### config.mk
export PLATFORM = sky130hd
export DESIGN_NAME = calc_sub_sequencer
export DESIGN_NICKNAME = d
export VERILOG_FILES = /design/src/rtl/calc_pkg.sv /design/src/rtl/calc_sub_sequencer.sv
export SDC_FILE = /design/constraint.sdc
export NUM_CORES = 1
export LEC_CHECK = 0
export BUFFER_PORTS_ARGS = -buffer_cell sky130_fd_sc_hd__buf_2
export CAP_MARGIN = 20
export CORE_UTILIZATION = 53
export CTS_BUF_LIST = sky130_fd_sc_hd__clkbuf_8
export DETAILED_ROUTE_END_ITERATION = 8
export GPL_ROUTABILITY_DRIVEN = 0
export PLACE_DENSITY = 0.85
export SLEW_MARGIN = 10
export SYNTH_ARGS = -nofsm -noshare
export SYNTH_HDL_FRONTEND = slang
export SYNTH_SLANG_ARGS = --single-unit
### constraint.sdc
create_clock -name clk -period 1.8 [get_ports clk]
set_input_delay 0.54 -clock clk [delete_from_list [all_inputs] [get_ports clk]]
set_output_delay 0.54 -clock clk [all_outputs]
set_load 0.01 [all_outputs]
### src/rtl/calc_pkg.sv
`default_nettype none
// ============================================================================
// Module  : calc_pkg
// Brief   : Shared constants and state encoding for the FSM calculator.
// Revision: 1.0 - initial release
// ============================================================================
package calc_pkg;

  localparam int c_calc_w       = 8;
  localparam int c_calc_timeout = 255;

  typedef enum logic [1:0] {
    IDLE  = 2'd0,
    GET_B = 2'd1,
    EXEC  = 2'd2,
    DONE  = 2'd3
  } state_t;

endpackage
`default_nettype wire

### src/rtl/calc_sub_sequencer.sv
`default_nettype none
// ============================================================================
// Module  : calc_sub_sequencer
// Brief   : Collects A/B operand bytes, issues one subtractor_8bit cycle and
//           holds the captured Diff/borrow until acknowledged.
// Revision: 1.0 - initial release
// ============================================================================
module calc_sub_sequencer
  import calc_pkg::*;
#(
  parameter int W       = c_calc_w,
  parameter int TIMEOUT = c_calc_timeout
) (
  input  logic         clk,
  input  logic         rst,
  input  logic [W-1:0] din,
  input  logic         din_valid,
  output logic         din_ready,
  input  logic         chain,
  output logic [W-1:0] sub_a,
  output logic [W-1:0] sub_b,
  output logic         sub_bin,
  input  logic [W-1:0] sub_diff,
  input  logic         sub_err,
  output logic [W-1:0] res,
  output logic         res_err,
  output logic         res_valid,
  input  logic         res_ack,
  output logic         timeout_err
);

  localparam int                 c_cnt_w    = (TIMEOUT > 1) ? $clog2(TIMEOUT) : 1;
  localparam logic [c_cnt_w-1:0] c_cnt_last = c_cnt_w'((TIMEOUT > 0) ? TIMEOUT - 1 : 0);

  state_t             r_state;
  logic [W-1:0]       r_a;
  logic [W-1:0]       r_b;
  logic               r_bin;
  logic               r_chain;
  logic               r_borrow;
  logic [W-1:0]       r_res;
  logic               r_res_err;
  logic               r_res_valid;
  logic               r_timeout;
  logic [c_cnt_w-1:0] r_idle_cnt;
  logic               w_xfer;

  assign din_ready   = (r_state == IDLE) || (r_state == GET_B);
  assign w_xfer      = din_valid & din_ready;
  assign sub_a       = r_a;
  assign sub_b       = r_b;
  assign sub_bin     = r_bin;
  assign res         = r_res;
  assign res_err     = r_res_err;
  assign res_valid   = r_res_valid;
  assign timeout_err = r_timeout;

  always_ff @(posedge clk or posedge rst) begin
    if (rst) begin
      r_state     <= IDLE;
      r_a         <= '0;
      r_b         <= '0;
      r_bin       <= 1'b0;
      r_chain     <= 1'b0;
      r_borrow    <= 1'b0;
      r_res       <= '0;
      r_res_err   <= 1'b0;
      r_res_valid <= 1'b0;
      r_timeout   <= 1'b0;
      r_idle_cnt  <= '0;
    end else begin
      r_timeout <= 1'b0;
      case (r_state)
        IDLE: begin
          if (w_xfer) begin
            r_a        <= din;
            r_chain    <= chain;
            r_idle_cnt <= '0;
            r_state    <= GET_B;
          end
        end
        GET_B: begin
          if (w_xfer) begin
            r_b     <= din;
            // BorrowIn is settled before EXEC so the subtractor sees stable inputs
            r_bin   <= r_chain & r_borrow;
            r_state <= EXEC;
          end else if ((TIMEOUT != 0) && (r_idle_cnt == c_cnt_last)) begin
            r_timeout <= 1'b1;
            r_a       <= '0;
            r_state   <= IDLE;
          end else begin
            r_idle_cnt <= r_idle_cnt + 1'b1;
          end
        end
        EXEC: begin
          r_res       <= sub_diff;
          r_res_err   <= sub_err;
          r_borrow    <= sub_err;
          r_res_valid <= 1'b1;
          r_state     <= DONE;
        end
        DONE: begin
          if (res_ack) begin
            r_res_valid <= 1'b0;
            r_bin       <= 1'b0;
            r_state     <= IDLE;
          end
        end
        default: r_state <= IDLE;
      endcase
    end
  end

endmodule
`default_nettype wire
==> qor.log, run 1 <==
[routing] Avg WL per Cell 14.9 um
[setup_path] Worst Path Class, Setup flip-flop to flip-flop
[layout] total number of nets in the final design 212
[timing] aggregate negative setup slack 0 ps
[layout] count of placed standard cells in the final layout, fillers left out 233
[routing] vias 1,244
[yosys] dominant synthesized flop cell sky130_fd_sc_hd__dfrtp_1
[setup_path] Critical Path Sink Type flip-flop
[clocking] clock latency on the worst-skew pair 290 ps
[floorplan] top-level I/O count 51
[placed_design] Port Buffers 50
[routing] DRT antenna net count 0
[yosys] most frequently used cell type in the post-synthesis netlist sky130_fd_sc_hd__dfrtp_1
[setup_path] cell with the largest stage delay on the worst path sky130_fd_sc_hd__dfrtp_1
[routing] Remaining DRCs 0
[floorplan] width of the die 58.4 um
[routing] length of the first detailed-routing pass in iterations 4
[yosys] post-synthesis sequential element count 39
[yosys] sequential element share of the synthesized area 57.9%
[worst_hold_path] hold crit path type input pin to async pin
[global_route] number of antenna violations at the first check in global routing 0
[yosys] mean area per synthesized cell 13.2 sq um
[global_route] global-route usage over all layers 22.9%
[setup_path] Register-to-Register Setup Slack 90 ps
[setup_path] data arrival time at the worst-slack endpoint 1880 ps
[floorplan] Die H 58.4 um
[pwr] reported net switching power 1230 uW
[yosys] Post-Synthesis Cell Area 0.00169 sq mm
[setup_path] end of the worst register-to-register path sub_a[5]$_DFFE_PP0P_
[pwr] Flop pwr share 42.3%
[yosys] Synth Warn # 0
[layout] Inserted Diodes 0
[timing] clk_skew 5.27 ps
[clocking] clock buffer depth 2
[global_route] aggregate global routing overflow 0
[placed_design] half-perimeter wire length of the detailed placement result 2460 um
[yosys] dominant cells by area after synthesis sky130_fd_sc_hd__dfrtp_1 58%, sky130_fd_sc_hd__mux2_2 9.4%, sky130_fd_sc_hd__a22o_1 4.7%, sky130_fd_sc_hd__mux2_1 2.7%, sky130_fd_sc_hd__a21o_1 1.8%
[setup_path] family with the most delay on the worst path simple AND/OR/NAND/NOR gates
[setup_path] crit start category flip-flop
[yosys] Async S/R FF share, synth 100%
[placed_design] Inst Count DP 221
[clocking] clock root buffer sky130_fd_sc_hd__clkbuf_8
[pwr] Clock Power Share 20.4%
[yosys] top cells by instance count after synthesis 39 x sky130_fd_sc_hd__dfrtp_1, 14 x sky130_fd_sc_hd__mux2_2, 9 x sky130_fd_sc_hd__a22o_1
[placed_design] worst setup timing slack at the placement stage 71.4 ps
[clocking] clock buffer count from CTS 5
[timing] Period Utilization, post-route 95.1%
[floorplan] starting density of the core 55.7%
[setup_path] longest individual stage delay on the worst path 460 ps
[outcome] outcome completed
[timing] fin worst setup slack 87.5 ps
[timing] FMAX 584 MHz
[pwr] Switching Fraction 34.0%
[yosys] proportion of netlist area held by the largest area contributor 57.9%
[clocking] CTS clk-pin slew, worst paths 70 ps
[layout] layout cells sized above 1 46.6%
[timing] final-report max-slew violation count 0
[timing] Worst Max-Slew Pin Slew 480 ps
[setup_path] required time of the critical path 1970 ps
[pwr] combinational cell fraction of total power 37.3%
[timing] number of failing setup endpoints in the final timing report 0
[flow_run] count of max-cap constraint violations 0
[timing] shortest clock period the worst path allows after layout 1710 ps
[floorplan] die outline area 0.00341 sq mm
[yosys] EDFF count, synth 0
[clocking] TritonCTS clock tree done
[yosys] net count after synthesis 152
[setup_path] worst-path maximum fanout 8
[floorplan] Std-Cell Rows 20
[pwr] Pwr Total 3620 uW
[pwr] maximum vdd ir drop 1.01 mV
[timing] endpoints failing hold 0
[clocking] CTS H-Tree Depth 2
[yosys] Netlist cell types 34
[routing] WL final 3480 um
[yosys] instance count of the mapped netlist 128
[global_route] pin count of the biggest net entering global routing 40
[pwr] total leakage power 0.00108 uW
[routing] via count normalized by instance count 5.34
[setup_path] startpoint of the worst register-to-register path r_idle_cnt[0]$_DFFE_PP0P_
[pwr] Int Pwr 2390 uW
[clocking] TritonCTS sink count 39
[layout] area growth from synthesis to final layout 27.0%
[yosys] biggest area consumer among synthesized cells sky130_fd_sc_hd__dfrtp_1
[pwr] power density cells 1690 mW/mm^2
[timing] Slew headroom 68.0%
[setup_path] cell chain of the critical path inv_1 -> ha_1 -> nand3_2 -> nor4b_4 -> o21ai_2 -> a22o_1
[global_route] global-route wire length before repair 5780 um
[setup_path] length in cells of the worst reg-to-reg path 6
[global_route] via count of the first global-routing pass 1,278
[routing] iteration-0 DRC count of the detailed router 37
[setup_path] number of buffer and inverter stages on the critical path 1
[floorplan] Core Area 0.00303 sq mm
[timing] final hold slack 359 ps
[layout] number of filler cells placed in the layout 215
==> layout by cell type (no fill, tap or decap), types with 2 or more instances in the layout <==
cell type,instances
sky130_fd_sc_hd__nand3_1,4
sky130_fd_sc_hd__o21ai_0,5
sky130_fd_sc_hd__a211o_1,2
sky130_fd_sc_hd__nand3b_1,2
sky130_fd_sc_hd__buf_2,50
sky130_fd_sc_hd__a21oi_1,2
sky130_fd_sc_hd__nor3b_1,2
sky130_fd_sc_hd__nor2_1,2
sky130_fd_sc_hd__or3_1,2
sky130_fd_sc_hd__clkbuf_8,6
sky130_fd_sc_hd__a21o_1,4
sky130_fd_sc_hd__a22o_1,9
sky130_fd_sc_hd__mux2_2,14
sky130_fd_sc_hd__nor3_1,3
sky130_fd_sc_hd__nand2_1,8
sky130_fd_sc_hd__dfrtp_1,39
sky130_fd_sc_hd__ha_1,2
sky130_fd_sc_hd__buf_4,6
sky130_fd_sc_hd__o21ai_1,2
sky130_fd_sc_hd__inv_1,4
sky130_fd_sc_hd__mux2_1,4
==> registers in the layout, indices dropped and copies added (netlist names), named ones only <==
signal       flops
sub_b            8
timeout_err      1
sub_a            8
r_chain          1
r_state          1
sub_bin          1
res_valid        1
res_err          1
r_idle_cnt       8
res              8
==> kinds of logic after synthesis <==
kind of cell,after synthesis,share of synthesized area [%]
multiplexers,18,12.0
XOR/XNOR,2,1.04
adder cells (fa/ha/maj),2,1.48
buffers and inverters,8,2.67
AND/OR/NAND/NOR,32,12.7
AO/OA/AOI/OAI,27,12.2
flip-flops,39,57.9
==> worst min-delay path, delay by kind of cell <==
kind	cells	cell delay [ps]
buf+inv	3	560
==> timing repair <==
action                     CTS  global route
hold buffers                 0             0
resized for setup            0             2
setup endpoints to repair    0            14
buffers inserted             0             4
==> per-stage QoR <==
stage | instance area (sq um) | util (%)
global route | 2140 | 70.7
global placement | 1980 | 65.4
CTS | 2100 | 69.3
finish | 2140 | 70.7
detailed placement | 1980 | 65.4
floorplan | 1690 | -
==> layout make-up <==
type | instances | area, sq um | area share (%)
timing repair buffer | 56 | 295 | 13.8
clock inverter | 2 | 35.0 | 1.64
tap | 44 | 55.1 | 2.57
inverter | 5 | 18.8 | 0.877
multi-input combinational | 81 | 678 | 31.7
clock buffer | 6 | 82.6 | 3.86
sequential | 39 | 976 | 45.6
==> routing by layer <==
layer  share of wire, %  global-route usage [%]  wire (um)
met3                3.7                    8.35        129
met5                  0                       0          0
met1                 45                    29.3       1570
met4               0.60                    5.78         21
met2                 51                    37.3       1760
==> power by group through the flow <==
stage | combinational [uW] | sequential [uW] | clock [uW]
detailed placement | 1320 | 1540 | 0
floorplan | 730 | 1620 | 0
global placement | 1250 | 1510 | 0
global route | 1470 | 1580 | 796
CTS | 1320 | 1530 | 752
finish | 1350 | 1530 | 739
==> worst max path at each step <==
stage / cells past startpoint / to / start
global route: 6 / sub_a[5]$_DFFE_PP0P_ / r_idle_cnt[0]$_DFFE_PP0P_
CTS: 6 / r_idle_cnt[2]$_DFFE_PP0P_ / r_idle_cnt[0]$_DFFE_PP0P_
detailed placement: 6 / r_idle_cnt[2]$_DFFE_PP0P_ / r_idle_cnt[0]$_DFFE_PP0P_
finish: 6 / sub_a[5]$_DFFE_PP0P_ / r_idle_cnt[0]$_DFFE_PP0P_
global placement: 5 / r_idle_cnt[2]$_DFFE_PP0P_ / din_valid
floorplan: 7 / r_idle_cnt[4]$_DFFE_PP0P_ / r_idle_cnt[0]$_DFFE_PP0P_
(Power assumes the default switching activity.)
==> run 2, diff against run 1 <==
ABC_AREA = 1   (was default)
PLACE_DENSITY = 0.84   (was 0.85)
==> run 2 against run 1 <==
  * Cell count is 35% higher
  * Hold slack worse by 16 ps
  * Clock skew hardly changed
  * Clock power is 3.4% lower
  * Largest cell class unchanged
  * First-iteration DRC count is 81% higher
  * Critical path depth is 4 lower
  * Wire length is 1.0% lower
  * Synthesized cell count is 66% higher
  * Critical path type is now flip-flop to primary output
==> qor.log, run 2 <==
[routing] Avg WL per Cell 11.0 um
[setup_path] Critical Path Sink Type primary output
[yosys] dominant cells by area after synthesis sky130_fd_sc_hd__dfrtp_1 55%, sky130_fd_sc_hd__nand2_1 25%, sky130_fd_sc_hd__nor2_4 2.5%, sky130_fd_sc_hd__nand3_1 2.0%, sky130_fd_sc_hd__nand2_4 1.9%
[setup_path] crit start category flip-flop
[yosys] top cells by instance count after synthesis 119 x sky130_fd_sc_hd__nand2_1, 39 x sky130_fd_sc_hd__dfrtp_1, 8 x sky130_fd_sc_hd__inv_1
[layout] commonest non-fill, non-tap cells in the layout 119 x sky130_fd_sc_hd__nand2_1, 50 x sky130_fd_sc_hd__buf_2, 39 x sky130_fd_sc_hd__dfrtp_1
[clocking] clock buffer depth 2
[timing] aggregate negative setup slack 0 ps
[floorplan] Core Area 0.00310 sq mm
[setup_path] cell chain of the critical path inv_2 -> buf_2
[global_route] aggregate global routing overflow 0
[timing] shortest clock period the worst path allows after layout 1610 ps
[global_route] number of antenna violations at the first check in global routing 0
[routing] via count normalized by instance count 4.81
[timing] Worst Max-Slew Pin Slew 465 ps
[timing] number of failing setup endpoints in the final timing report 0
[layout] Inserted Diodes 0
[yosys] Async S/R FF share, synth 100%
[clocking] TritonCTS clock tree done
[setup_path] required time of the critical path 1260 ps
[placed_design] Port Buffers 50
[clocking] CTS clk-pin slew, worst paths 80 ps
[routing] Remaining DRCs 0
[outcome] outcome completed
[routing] DRT antenna net count 0
[yosys] net count after synthesis 236
[yosys] EDFF count, synth 0
[placed_design] Placed Area 0.00207 sq mm
[yosys] Post-Synthesis Cell Area 0.00177 sq mm
[pwr] power density cells 1600 mW/mm^2
[yosys] instance count of the mapped netlist 212
[global_route] pin count of the biggest net entering global routing 40
[clocking] TritonCTS sink count 39
[timing] Slew headroom 69.0%
[global_route] global-route wire length before repair 5890 um
[routing] length of the first detailed-routing pass in iterations 4
[yosys] biggest area consumer among synthesized cells sky130_fd_sc_hd__dfrtp_1
[pwr] maximum vdd ir drop 0.861 mV
[yosys] most frequently used cell type in the post-synthesis netlist sky130_fd_sc_hd__nand2_1
[layout] final non-filler cell area 0.00219 sq mm
[yosys] Netlist cell types 23
[yosys] proportion of netlist area held by the largest area contributor 55.2%
[floorplan] Std-Cell Rows 20
[layout] most frequent standard cell in the layout excluding fill and tap cells sky130_fd_sc_hd__nand2_1
[setup_path] longest individual stage delay on the worst path 470 ps
[setup_path] data arrival time at the worst-slack endpoint 1070 ps
[pwr] total leakage power 0.00125 uW
[floorplan] Die H 59.7 um
[clocking] clock latency on the worst-skew pair 290 ps
[floorplan] width of the die 59.7 um
[yosys] post-synthesis sequential element count 39
[setup_path] number of buffer and inverter stages on the critical path 2
[worst_hold_path] hold crit path type input pin to async pin
[layout] layout cells sized above 1 29.3%
[layout] area growth from synthesis to final layout 23.8%
[timing] final hold slack 344 ps
[layout] number of filler cells placed in the layout 276
[timing] endpoints failing hold 0
[yosys] dominant synthesized flop cell sky130_fd_sc_hd__dfrtp_1
[timing] final-report max-slew violation count 0
[clocking] hold buffer count at cts 0
[layout] total number of nets in the final design 293
[timing] clk_skew 5.34 ps
[global_route] global-route usage over all layers 22.0%
[timing] RSZ-0062 raised after global routing no
[flow_run] count of max-cap constraint violations 0
[yosys] sequential element share of the synthesized area 55.2%
[setup_path] Worst Path Class, Setup flip-flop to primary output
[routing] vias 1,510
[setup_path] cell with the largest stage delay on the worst path sky130_fd_sc_hd__dfrtp_1
[routing] iteration-0 DRC count of the detailed router 67
[clocking] Resize count post-CTS 0
[floorplan] starting density of the core 56.9%
[clocking] post-CTS repair timing setup buffer count 0
[floorplan] die outline area 0.00357 sq mm
[placed_design] half-perimeter wire length of the detailed placement result 2530 um
[global_route] via count of the first global-routing pass 1,336
[setup_path] family with the most delay on the worst path flip-flops
[timing] FMAX 621 MHz
[timing] Period Utilization, post-route 89.4%
[clocking] CTS H-Tree Depth 2
[setup_path] worst-path maximum fanout 6
[clocking] clock buffer count from CTS 5
[yosys] mean area per synthesized cell 8.33 sq um
[routing] WL final 3440 um
[yosys] Synth Warn # 0
[floorplan] top-level I/O count 51
[clocking] clock root buffer sky130_fd_sc_hd__clkbuf_8
## run 2: layout make-up
| type | instances | area [sq um] | share of cell area, % |
|---|---|---|---|
| Sequential cell | 39 | 976 | 44.6 |
| Multi-Input combinational cell | 157 | 726 | 33.2 |
| Timing Repair Buffer | 52 | 265 | 12.1 |
| Clock buffer | 5 | 68.8 | 3.15 |
| Tap cell | 44 | 55.1 | 2.52 |
| Inverter | 14 | 52.6 | 2.40 |
| Clock inverter | 3 | 43.8 | 2.00 |
## run 2: final timing paths
kind                            cells after the start  slack, ps                        end                       from
worst min-delay path                                3        340       sub_a[7]$_DFFE_PP0P_                        rst
worst max register to register                      9        340       sub_a[7]$_DFFE_PP0P_  r_idle_cnt[0]$_DFFE_PP0P_
min in group clk                                    3        450         res[5]$_DFFE_PP0P_                sub_diff[5]
max in group asynchronous                           3       1130  r_idle_cnt[4]$_DFFE_PP0P_                        rst
worst min register to register                      2        470         res[4]$_DFFE_PP0P_         res[4]$_DFFE_PP0P_
worst max-delay path                                2        190                  din_ready                  flip-flop
## run 2: logic make-up (layout without fill, tap and decap cells)
| family | count (synthesis) | in the layout | share of synthesized area, % |
|---|---|---|---|
| flip-flops | 39 | 39 | 55.2 |
| buffers and inverters | 16 | 74 | 3.68 |
| AND/OR/NAND/NOR | 145 | 145 | 35.4 |
| adder cells (fa/ha/maj) | 2 | 2 | 1.42 |
| AO/OA/AOI/OAI | 7 | 7 | 2.76 |
| XOR/XNOR | 3 | 3 | 1.49 |
## run 2: metrics by stage
stage	worst slack, ps	std cells	power (uW)	utilization, %
final	190	314	3500	70.5
after CTS	181	314	3540	70.5
after floorplan	371	212	2330	-
after global routing	131	314	3810	70.5
after global placement	420	306	2770	66.9
after detailed placement	346	306	2820	66.9
## run 2: power by group
group	switching, uW	total (uW)	internal, uW
Combinational	836	1350	515
Sequential	228	1440	1210
Clock	301	714	412
Total	1370	3500	2140
## run 2: worst min-delay path, delay by kind of cell
family | cells | cell delay [ps]
buffers and inverters | 3 | 530
## run 2: layer usage
layer	vias to the layer above	share of wire (%)	global-route usage (%)
met5	-	0	0
met4	0	0.67	4.98
met3	3	6.6	5.84
met2	56	47	34.1
met1	697	46	31.3
li1	754	-	-
